==> src/rtl/display_scheduler.sv <==
// Mode sequencer for the seven-segment display selector: arbitrates VIP and
// static-data requests, times each dwell and publishes remaining seconds as BCD.
module display_scheduler #(
  parameter int TICK_CYC = 100_000_000,
  parameter int VIP_SEC  = 10,
  parameter int DATA_SEC = 5
) (
  input  logic       clk,
  input  logic       rst,
  input  logic       enable,
  input  logic       vip_req,
  input  logic       data_req,
  output logic [1:0] mode,
  output logic       vip_ack,
  output logic       data_ack,
  output logic [3:0] remain1,
  output logic [3:0] remain0
);

  localparam int PW = (TICK_CYC > 2) ? $clog2(TICK_CYC) : 1;

  localparam logic [1:0] S_OFF    = 2'b00;
  localparam logic [1:0] S_FLOW   = 2'b01;
  localparam logic [1:0] S_VIP    = 2'b10;
  localparam logic [1:0] S_STATIC = 2'b11;

  localparam logic [3:0]    VIP_T   = 4'(VIP_SEC / 10);
  localparam logic [3:0]    VIP_U   = 4'(VIP_SEC % 10);
  localparam logic [3:0]    DATA_T  = 4'(DATA_SEC / 10);
  localparam logic [3:0]    DATA_U  = 4'(DATA_SEC % 10);
  localparam logic [PW-1:0] PRE_TOP = PW'(TICK_CYC - 1);

  logic [1:0]    state_q, state_d;
  logic [1:0]    mode_q, mode_d;
  logic [3:0]    rem1_q, rem1_d;
  logic [3:0]    rem0_q, rem0_d;
  logic [PW-1:0] pre_q, pre_d;
  logic          pend_q, pend_d;
  logic          vack_q, vack_d;
  logic          dack_q, dack_d;
  logic          tick_s;
  logic          expire_s;

  assign tick_s   = (pre_q == PRE_TOP);
  assign expire_s = tick_s && (rem1_q == 4'd0) && (rem0_q == 4'd1);

  // Next-state, dwell counter and acknowledge logic.
  always_comb begin
    state_d = state_q;
    rem1_d  = rem1_q;
    rem0_d  = rem0_q;
    pre_d   = pre_q;
    pend_d  = pend_q;
    vack_d  = 1'b0;
    dack_d  = 1'b0;

    // Free-running dwell countdown; request handling below overrides it on loads.
    if (state_q == S_VIP || state_q == S_STATIC) begin
      if (tick_s) begin
        pre_d = {PW{1'b0}};
        if (!expire_s) begin
          if (rem0_q == 4'd0) begin
            rem0_d = 4'd9;
            rem1_d = rem1_q - 4'd1;
          end else begin
            rem0_d = rem0_q - 4'd1;
          end
        end else begin
          rem0_d = rem0_q;
        end
      end else begin
        pre_d = pre_q + PW'(1);
      end
    end else begin
      pre_d = pre_q;
    end

    if (!enable) begin
      state_d = S_OFF;
      pend_d  = 1'b0;
      rem1_d  = 4'd0;
      rem0_d  = 4'd0;
      pre_d   = {PW{1'b0}};
    end else begin
      case (state_q)
        S_OFF: begin
          state_d = S_FLOW;
        end
        S_FLOW: begin
          if (vip_req) begin
            state_d = S_VIP;
            {rem1_d, rem0_d} = {VIP_T, VIP_U};
            pre_d   = {PW{1'b0}};
            vack_d  = 1'b1;
            pend_d  = data_req;
            dack_d  = data_req;
          end else if (data_req) begin
            state_d = S_STATIC;
            {rem1_d, rem0_d} = {DATA_T, DATA_U};
            pre_d   = {PW{1'b0}};
            dack_d  = 1'b1;
          end else begin
            state_d = S_FLOW;
          end
        end
        S_VIP: begin
          if (data_req) begin
            pend_d = 1'b1;
            dack_d = 1'b1;
          end else begin
            pend_d = pend_q;
          end
          if (vip_req) begin
            {rem1_d, rem0_d} = {VIP_T, VIP_U};
            pre_d  = {PW{1'b0}};
            vack_d = 1'b1;
          end else if (expire_s) begin
            // A data request arriving in the expiry cycle still counts as pending.
            if (pend_q || data_req) begin
              state_d = S_STATIC;
              {rem1_d, rem0_d} = {DATA_T, DATA_U};
              pre_d   = {PW{1'b0}};
              pend_d  = 1'b0;
            end else begin
              state_d = S_FLOW;
              {rem1_d, rem0_d} = 8'h00;
              pre_d   = {PW{1'b0}};
            end
          end else begin
            state_d = S_VIP;
          end
        end
        S_STATIC: begin
          if (vip_req) begin
            state_d = S_VIP;
            {rem1_d, rem0_d} = {VIP_T, VIP_U};
            pre_d   = {PW{1'b0}};
            vack_d  = 1'b1;
            pend_d  = data_req;
            dack_d  = data_req;
          end else if (data_req) begin
            {rem1_d, rem0_d} = {DATA_T, DATA_U};
            pre_d   = {PW{1'b0}};
            dack_d  = 1'b1;
          end else if (expire_s) begin
            state_d = S_FLOW;
            {rem1_d, rem0_d} = 8'h00;
            pre_d   = {PW{1'b0}};
          end else begin
            state_d = S_STATIC;
          end
        end
        default: begin
          state_d = S_OFF;
          pend_d  = 1'b0;
          {rem1_d, rem0_d} = 8'h00;
          pre_d   = {PW{1'b0}};
        end
      endcase
    end
  end

  // Registered mode decode of the next state.
  always_comb begin
    case (state_d)
      S_OFF:    mode_d = 2'b00;
      S_FLOW:   mode_d = 2'b01;
      S_VIP:    mode_d = 2'b10;
      S_STATIC: mode_d = 2'b11;
      default:  mode_d = 2'b00;
    endcase
  end

  // State and output registers.
  always_ff @(posedge clk or negedge rst) begin
    if (!rst) begin
      state_q <= S_OFF;
      mode_q  <= 2'b00;
      rem1_q  <= 4'd0;
      rem0_q  <= 4'd0;
      pre_q   <= {PW{1'b0}};
      pend_q  <= 1'b0;
      vack_q  <= 1'b0;
      dack_q  <= 1'b0;
    end else begin
      state_q <= state_d;
      mode_q  <= mode_d;
      rem1_q  <= rem1_d;
      rem0_q  <= rem0_d;
      pre_q   <= pre_d;
      pend_q  <= pend_d;
      vack_q  <= vack_d;
      dack_q  <= dack_d;
    end
  end

  assign mode     = mode_q;
  assign vip_ack  = vack_q;
  assign data_ack = dack_q;
  assign remain1  = rem1_q;
  assign remain0  = rem0_q;

endmodule

==> config.mk <==
export PLATFORM = sky130hd
export DESIGN_NAME = display_scheduler
export DESIGN_NICKNAME = d
export VERILOG_FILES = /design/src/rtl/display_scheduler.sv
export SDC_FILE = /design/constraint.sdc
export NUM_CORES = 1
export LEC_CHECK = 0
export ABC_AREA = 1
export CAP_MARGIN = 0
export CELL_PAD_IN_SITES_DETAIL_PLACEMENT = 1
export CELL_PAD_IN_SITES_GLOBAL_PLACEMENT = 2
export CORE_UTILIZATION = 36
export CTS_BUF_LIST = sky130_fd_sc_hd__clkbuf_8
export DETAILED_ROUTE_END_ITERATION = 16
export GPL_TIMING_DRIVEN = 0
export PLACE_DENSITY_LB_ADDON = 0.1
export SLEW_MARGIN = 20
export SYNTH_ARGS = -nofsm -noshare
export SYNTH_HDL_FRONTEND = slang
export SYNTH_SLANG_ARGS = --single-unit
==> constraint.sdc <==
create_clock -name clk -period 1.95 [get_ports clk]
set_input_delay 0.39 -clock clk [delete_from_list [all_inputs] [get_ports clk]]
set_output_delay 0.39 -clock clk [all_outputs]
set_load 0.01 [all_outputs]
======== After elaboration in Yosys (flattened, before gate mapping) ========
Cells that the tools add are included.
word-level totals
  memories ................................ 0
  logic and storage cells ................. 93
  bits in latches ......................... 0
  input port bits ......................... 5
  output and inout bits ................... 12
  ROM bits ................................ 0
  bits in writable memories ............... 0
  bits in registers ....................... 42
operators by class
  bitwise logic cells ..................... 0
  div/mod/pow operators ................... 0
  shift operators ......................... 0
  muxes and demuxes ....................... 61
  magnitude comparators ................... 0
  multiply operators ...................... 0
  equal/unequal tests ..................... 10
  $add $sub $neg .......................... 3
  reduce and logical (&&, ||, !) cells .... 11
operators with widths
  operator                                                number
  two-way mux 27 bit                                      9
  two-way mux 4 bit                                       23
  one-hot mux 27 bit (3 select lines)                     1
  adder 27 x 1 -> 27 bit (second input constant)          1
  == test 27 bit (second input constant)                  1
  one-hot mux 4 bit (3 select lines)                      2
  two-way mux 2 bit                                       9
  one-hot mux 2 bit (4 select lines)                      2
  two-way mux 1 bit                                       12
  == test 2 bit (second input constant)                   4
  logical NOT 4 bit                                       2
  subtractor 4 x 1 -> 4 bit (second input constant)       2
  inequality test 3 x 2 -> 1 bit (second input constant)  2
  == test 2 x 1 -> 1 bit (second input constant)          2
  == test 4 x 1 -> 1 bit (second input constant)          1
  logical NOT 2 bit                                       2
  one-hot mux 1 bit (2 select lines)                      2
  two-way mux 3 bit                                       1
  OR reduction 3 bit                                      1
  logical AND 1 bit                                       2
  logical OR 1 bit                                        2
  AND reduction 2 bit                                     1
  OR reduction 2 bit                                      1

======== Depth between registers and ports, before layout ========
  depth after elaboration ................. 11
  gate-level depth with buffers ........... 13
  gate-level depth less buffers ........... 13

======== Least setup slack after synthesis ========
OpenSTA, ideal clock, no wires.
  path type ............................... flip-flop to flip-flop
  start ................................... register rem0_q[1], in the netlist remain0[1]
  end ..................................... register pre_q[25]
  setup time .............................. 0.072 ns
  cell stages (with the launch flop) ...... 13
  arrival ................................. 1.638 ns
  required time ........................... 1.878 ns
  setup slack ............................. 0.240 ns
  clock period less this slack ............ 1.710 ns
  buffers on the path ..................... 1
  path through ............................ dfrtp_1 inv_1 ha_1 nand2_1 nor3_1 nand2_1 inv_1 nand2_2 nand2_2 a21oi_4 nand2_4 buf_6 nor2_1
on the way
  word-level cells in the longest chain between the ends .. 7
  elaborated cells between the ends (all ways) .. 8
  those cells by class .................... eq/ne: 1; mux: 6; reduce/logical: 1
ends and longest elaborated chain
  element                                RTL line  source
  start: declaration                     36        logic [3:0] rem0_q, rem0_d;
  start signal: assignment               189       rem0_q <= rem0_d;
  == test 4 x 1 -> 1 bit *               45        assign expire_s = tick_s && (rem1_q == 4'd0) && (rem0_q == 4'd1);
  logical AND 1 bit *                    45
  two-way mux 27 bit *                   117       end else if (expire_s) begin
  two-way mux 27 bit                     141       end else if (data_req) begin
  two-way mux 27 bit                     134       if (vip_req) begin
  one-hot mux 27 bit (3 select lines) *  85        case (state_q)
  two-way mux 27 bit *                   78        if (!enable) begin
  via pre_d[25]                          37        logic [PW-1:0] pre_q, pre_d;
  end signal: assignment                 181       pre_q <= {PW{1'b0}};
  end signal: assignment                 190       pre_q <= pre_d;
  end: declaration                       37
The timed path passes the listed nets; every way through them passes the cells marked *.
A chain may end at the register's enable or synchronous reset.

======== Worst setup path after layout ========
  start ................................... register pre_q[1]
  end ..................................... register pre_q[5]
on the way
  word-level cells in the longest chain between the ends .. 8
  elaborated cells between the ends (all ways) .. 14
  those cells by class .................... add/sub: 1; eq/ne: 1; mux: 10; reduce/logical: 2
ends and longest elaborated chain
  element                                                          RTL line
  adder 27 x 1 -> 27 bit / == test 27 bit (equally long branches)  72, 44
  two-way mux 27 bit / logical AND 1 bit (equally long branches)   59, 45
  two-way mux 27 bit / logical AND 1 bit (equally long branches)   58, 45
  two-way mux 27 bit                                               117
  two-way mux 27 bit                                               141
  two-way mux 27 bit                                               134
  one-hot mux 27 bit (3 select lines) *                            85
  two-way mux 27 bit *                                             78
  via pre_d[5]                                                     37
Marked as above.

==> qor.csv <==
metric,value,unit
io_buffers,16,
wl_met1,2890,um
num_io_pins,17,
initial_core_util,0.372,
p_total,0.00172,W
crit_buf_inv,1,
synth.avg_cell_area,7.41,sq um
n_fill_cell,836,
wl_met3,122,um
synth-seq-cells,41,
status,"finished, final reports clean",
yosys.area.top_type,dfrtp_1,
grt_pass1_wl,11000,um
numCtsBuffers,5,
worstSetupEndpoint,pre_q[5]$_DFF_PN0_,
period_minus_slack,1830,ps
crit_path_top_delay_cell,dfrtp_1,
drtPass1Iterations,4,
drtIter0Drc,82,
wl_per_cell,13.9,um
cts_hold_buf,0,
cts-root-buf,clkbuf_8,
grt_pass1_vias,2364,
gp_congestion,0.800,
synth_nets,350,
dp_hpwl,4800,um
syn2layout_area_growth,19.1,%
crit_path_start,pre_q[1]$_DFF_PN0_,
fin_cells,452,
num_vias,2185,
finalSetupViolations,0,
yosysUniqueCellTypes,31,
top_layer,met4,
slew_headroom,0.636,
fmax,546,MHz
viasPerCell,4.83,
wl_met2,3200,um
netlist_instances,339,
fin_crit_sh,0.939,
post_route_cells_drive_above_1_share,0.140,
finalHoldViolations,0,
start_kind,register,
crit_chain,"ha_4, nand3_4, nor2_4, nand2_2, nor2_4, nand2_2, nand2_2, a21oi_4, nand2_4, buf_8, nor2_1",
rr_endpoint,pre_q[5]$_DFF_PN0_,
die_area,7320,sq um
synth.area.top_cells,"dfrtp_1 41%, nand2_1 11%, nor2_1 10%, inv_1 6.3%, nand3_1 4.6%",
maxCapViolations,0,
fin_skew,5.85,ps
cts_tree,yes,
drtAntennaViolNets,0,
nets,383,
clk_pin_slew,80,ps
p_leak,1.28,nW
worstSetupPathType,register to register,
dp.cells,436,
drc,0,
synth.top_cell.area_share,0.408,
cp_common_cell,nand2_2,
grt_overflow_total,0,
layout_commonest_cell,nand2_1,
ir_drop,0.000286,V
clock_sinks,41,
grt_max_degree,25,
r2r_slack,120,ps
power_density,573,nW/um^2
core,6760,sq um
worst_pin_slew,545,ps
clkLatencyLatePin,300,ps
timing.rr.start,pre_q[1]$_DFF_PN0_,
critical_path.top_delay_family,simple AND/OR/NAND/NOR gates,
die_x,85.6,um
die_height,85.6,um
h-tree-depth,2,
hp-class,input pin to async pin,
clock_path_buffers,2,
grt_use_total,0.192,
cpPeakStageDelay,440,ps
num_rows,30,
finalWirelength,6290,um
seq_area_frac_synth,0.408,
cp_data_required_time,2130,ps
antenna_found_initial,0,
seqCellArea,1030,sq um
synth_warnings,0,
layout_common_cells,"73 x nand2_1, 64 x nor2_1, 41 x inv_1",
reg2regPathDepth,11,
synthesis.area,2510,sq um
multiInputGateArea,1320,sq um
worst-path-max-fanout,10,
endpoint_kind,register,
final_max_slew_viol_count,0,
n_antenna_cell,0,
cp_num_cells,11,
arrival,2010,ps
==> where the power goes <==
part,leakage [nW],total [W],switching (W),internal (W)
clock network,0.0485,0.000576,0.000300,0.000276
registers,0.559,0.000891,0.0000212,0.000870
logic,0.668,0.000248,0.000150,0.0000980
total,1.28,0.00172,0.000472,0.00124
==> stage by stage <==
step / cell area (sq um) / utilization / setup WS, ps / hold WS, ps / TNS [ps]
after floorplan: 2510 / - / 240 / 94.4 / 0
after global placement: 2770 / 0.411 / -707 / 523 / -33110
after detailed placement: 2790 / 0.413 / -209 / 366 / -4290
after CTS: 2900 / 0.429 / 12.2 / 42.1 / 0
after global routing: 2990 / 0.443 / -28.9 / 63.5 / -364
final: 2990 / 0.443 / 120 / 30.3 / 0
==> metal layers <==
metal,GRT usage,up-vias
met4,0.0652,0
met1,0.234,1026
li1,-,1134
met2,0.345,19
met5,0,-
met3,0.0298,6
==> final cells by class <==
class,instances,share of cell area
Timing Repair Buffer,26,0.0811
Clock inverter,1,0.00125
Buffer,4,0.0138
Clock buffer,6,0.0276
Tap cell,80,0.0334
Multi-Input combinational cell,249,0.442
Sequential cell,41,0.345
Inverter,45,0.0564
==> sequential cells by signal, summed over array words and instances, names as in the netlist <==
name,count
pre_q,27
remain0,4
remain1,4
mode,2
data_ack,1
pend_q,1
state_q,1
vip_ack,1
==> cell usage after synthesis, drive strengths merged <==
master,instances
nor3,9
nand3,25
nor4,2
o22a,1
xor2,13
nand4,8
dfrtp,41
a21oi,12
or2,2
buf,3
inv,45
o22ai,2
nand2,78
a22oi,1
o211ai,1
xnor2,4
clkbuf,1
o21ai,12
nor2,73
ha,6
==> logic make-up (layout without fill, tap and decap cells) <==
logic type / after synthesis / in the layout / share of synthesized area
buffers and inverters: 49 / 82 / 0.0806
DFF: 41 / 41 / 0.408
adders and majority gates: 6 / 6 / 0.0299
xor gates and xnor gates: 17 / 17 / 0.0592
and+or+nand+nor: 197 / 197 / 0.355
AOI/OAI and AO/OA: 29 / 29 / 0.0667
==> worst min path at each step <==
stage                         from                  end  cells past startpoint
2_1_floorplan                  rst   data_ack$_DFF_PN0_                      0
3_3_place_gp   pre_q[26]$_DFF_PN0_  pre_q[26]$_DFF_PN0_                      2
3_5_place_dp                   rst   pre_q[8]$_DFF_PN0_                      1
4_1_cts                        rst  pre_q[14]$_DFF_PN0_                      1
5_1_grt                        rst  pre_q[10]$_DFF_PN0_                      1
6_report                       rst  pre_q[14]$_DFF_PN0_                      1
==> repair_timing <==
item / CTS / global route
pin swaps: 2 / 6
setup endpoints to repair: 22 / 39
setup buffers: 3 / 6
gates resized for setup: 0 / 17
No activity file was read; power rests on OpenSTA's default activity.
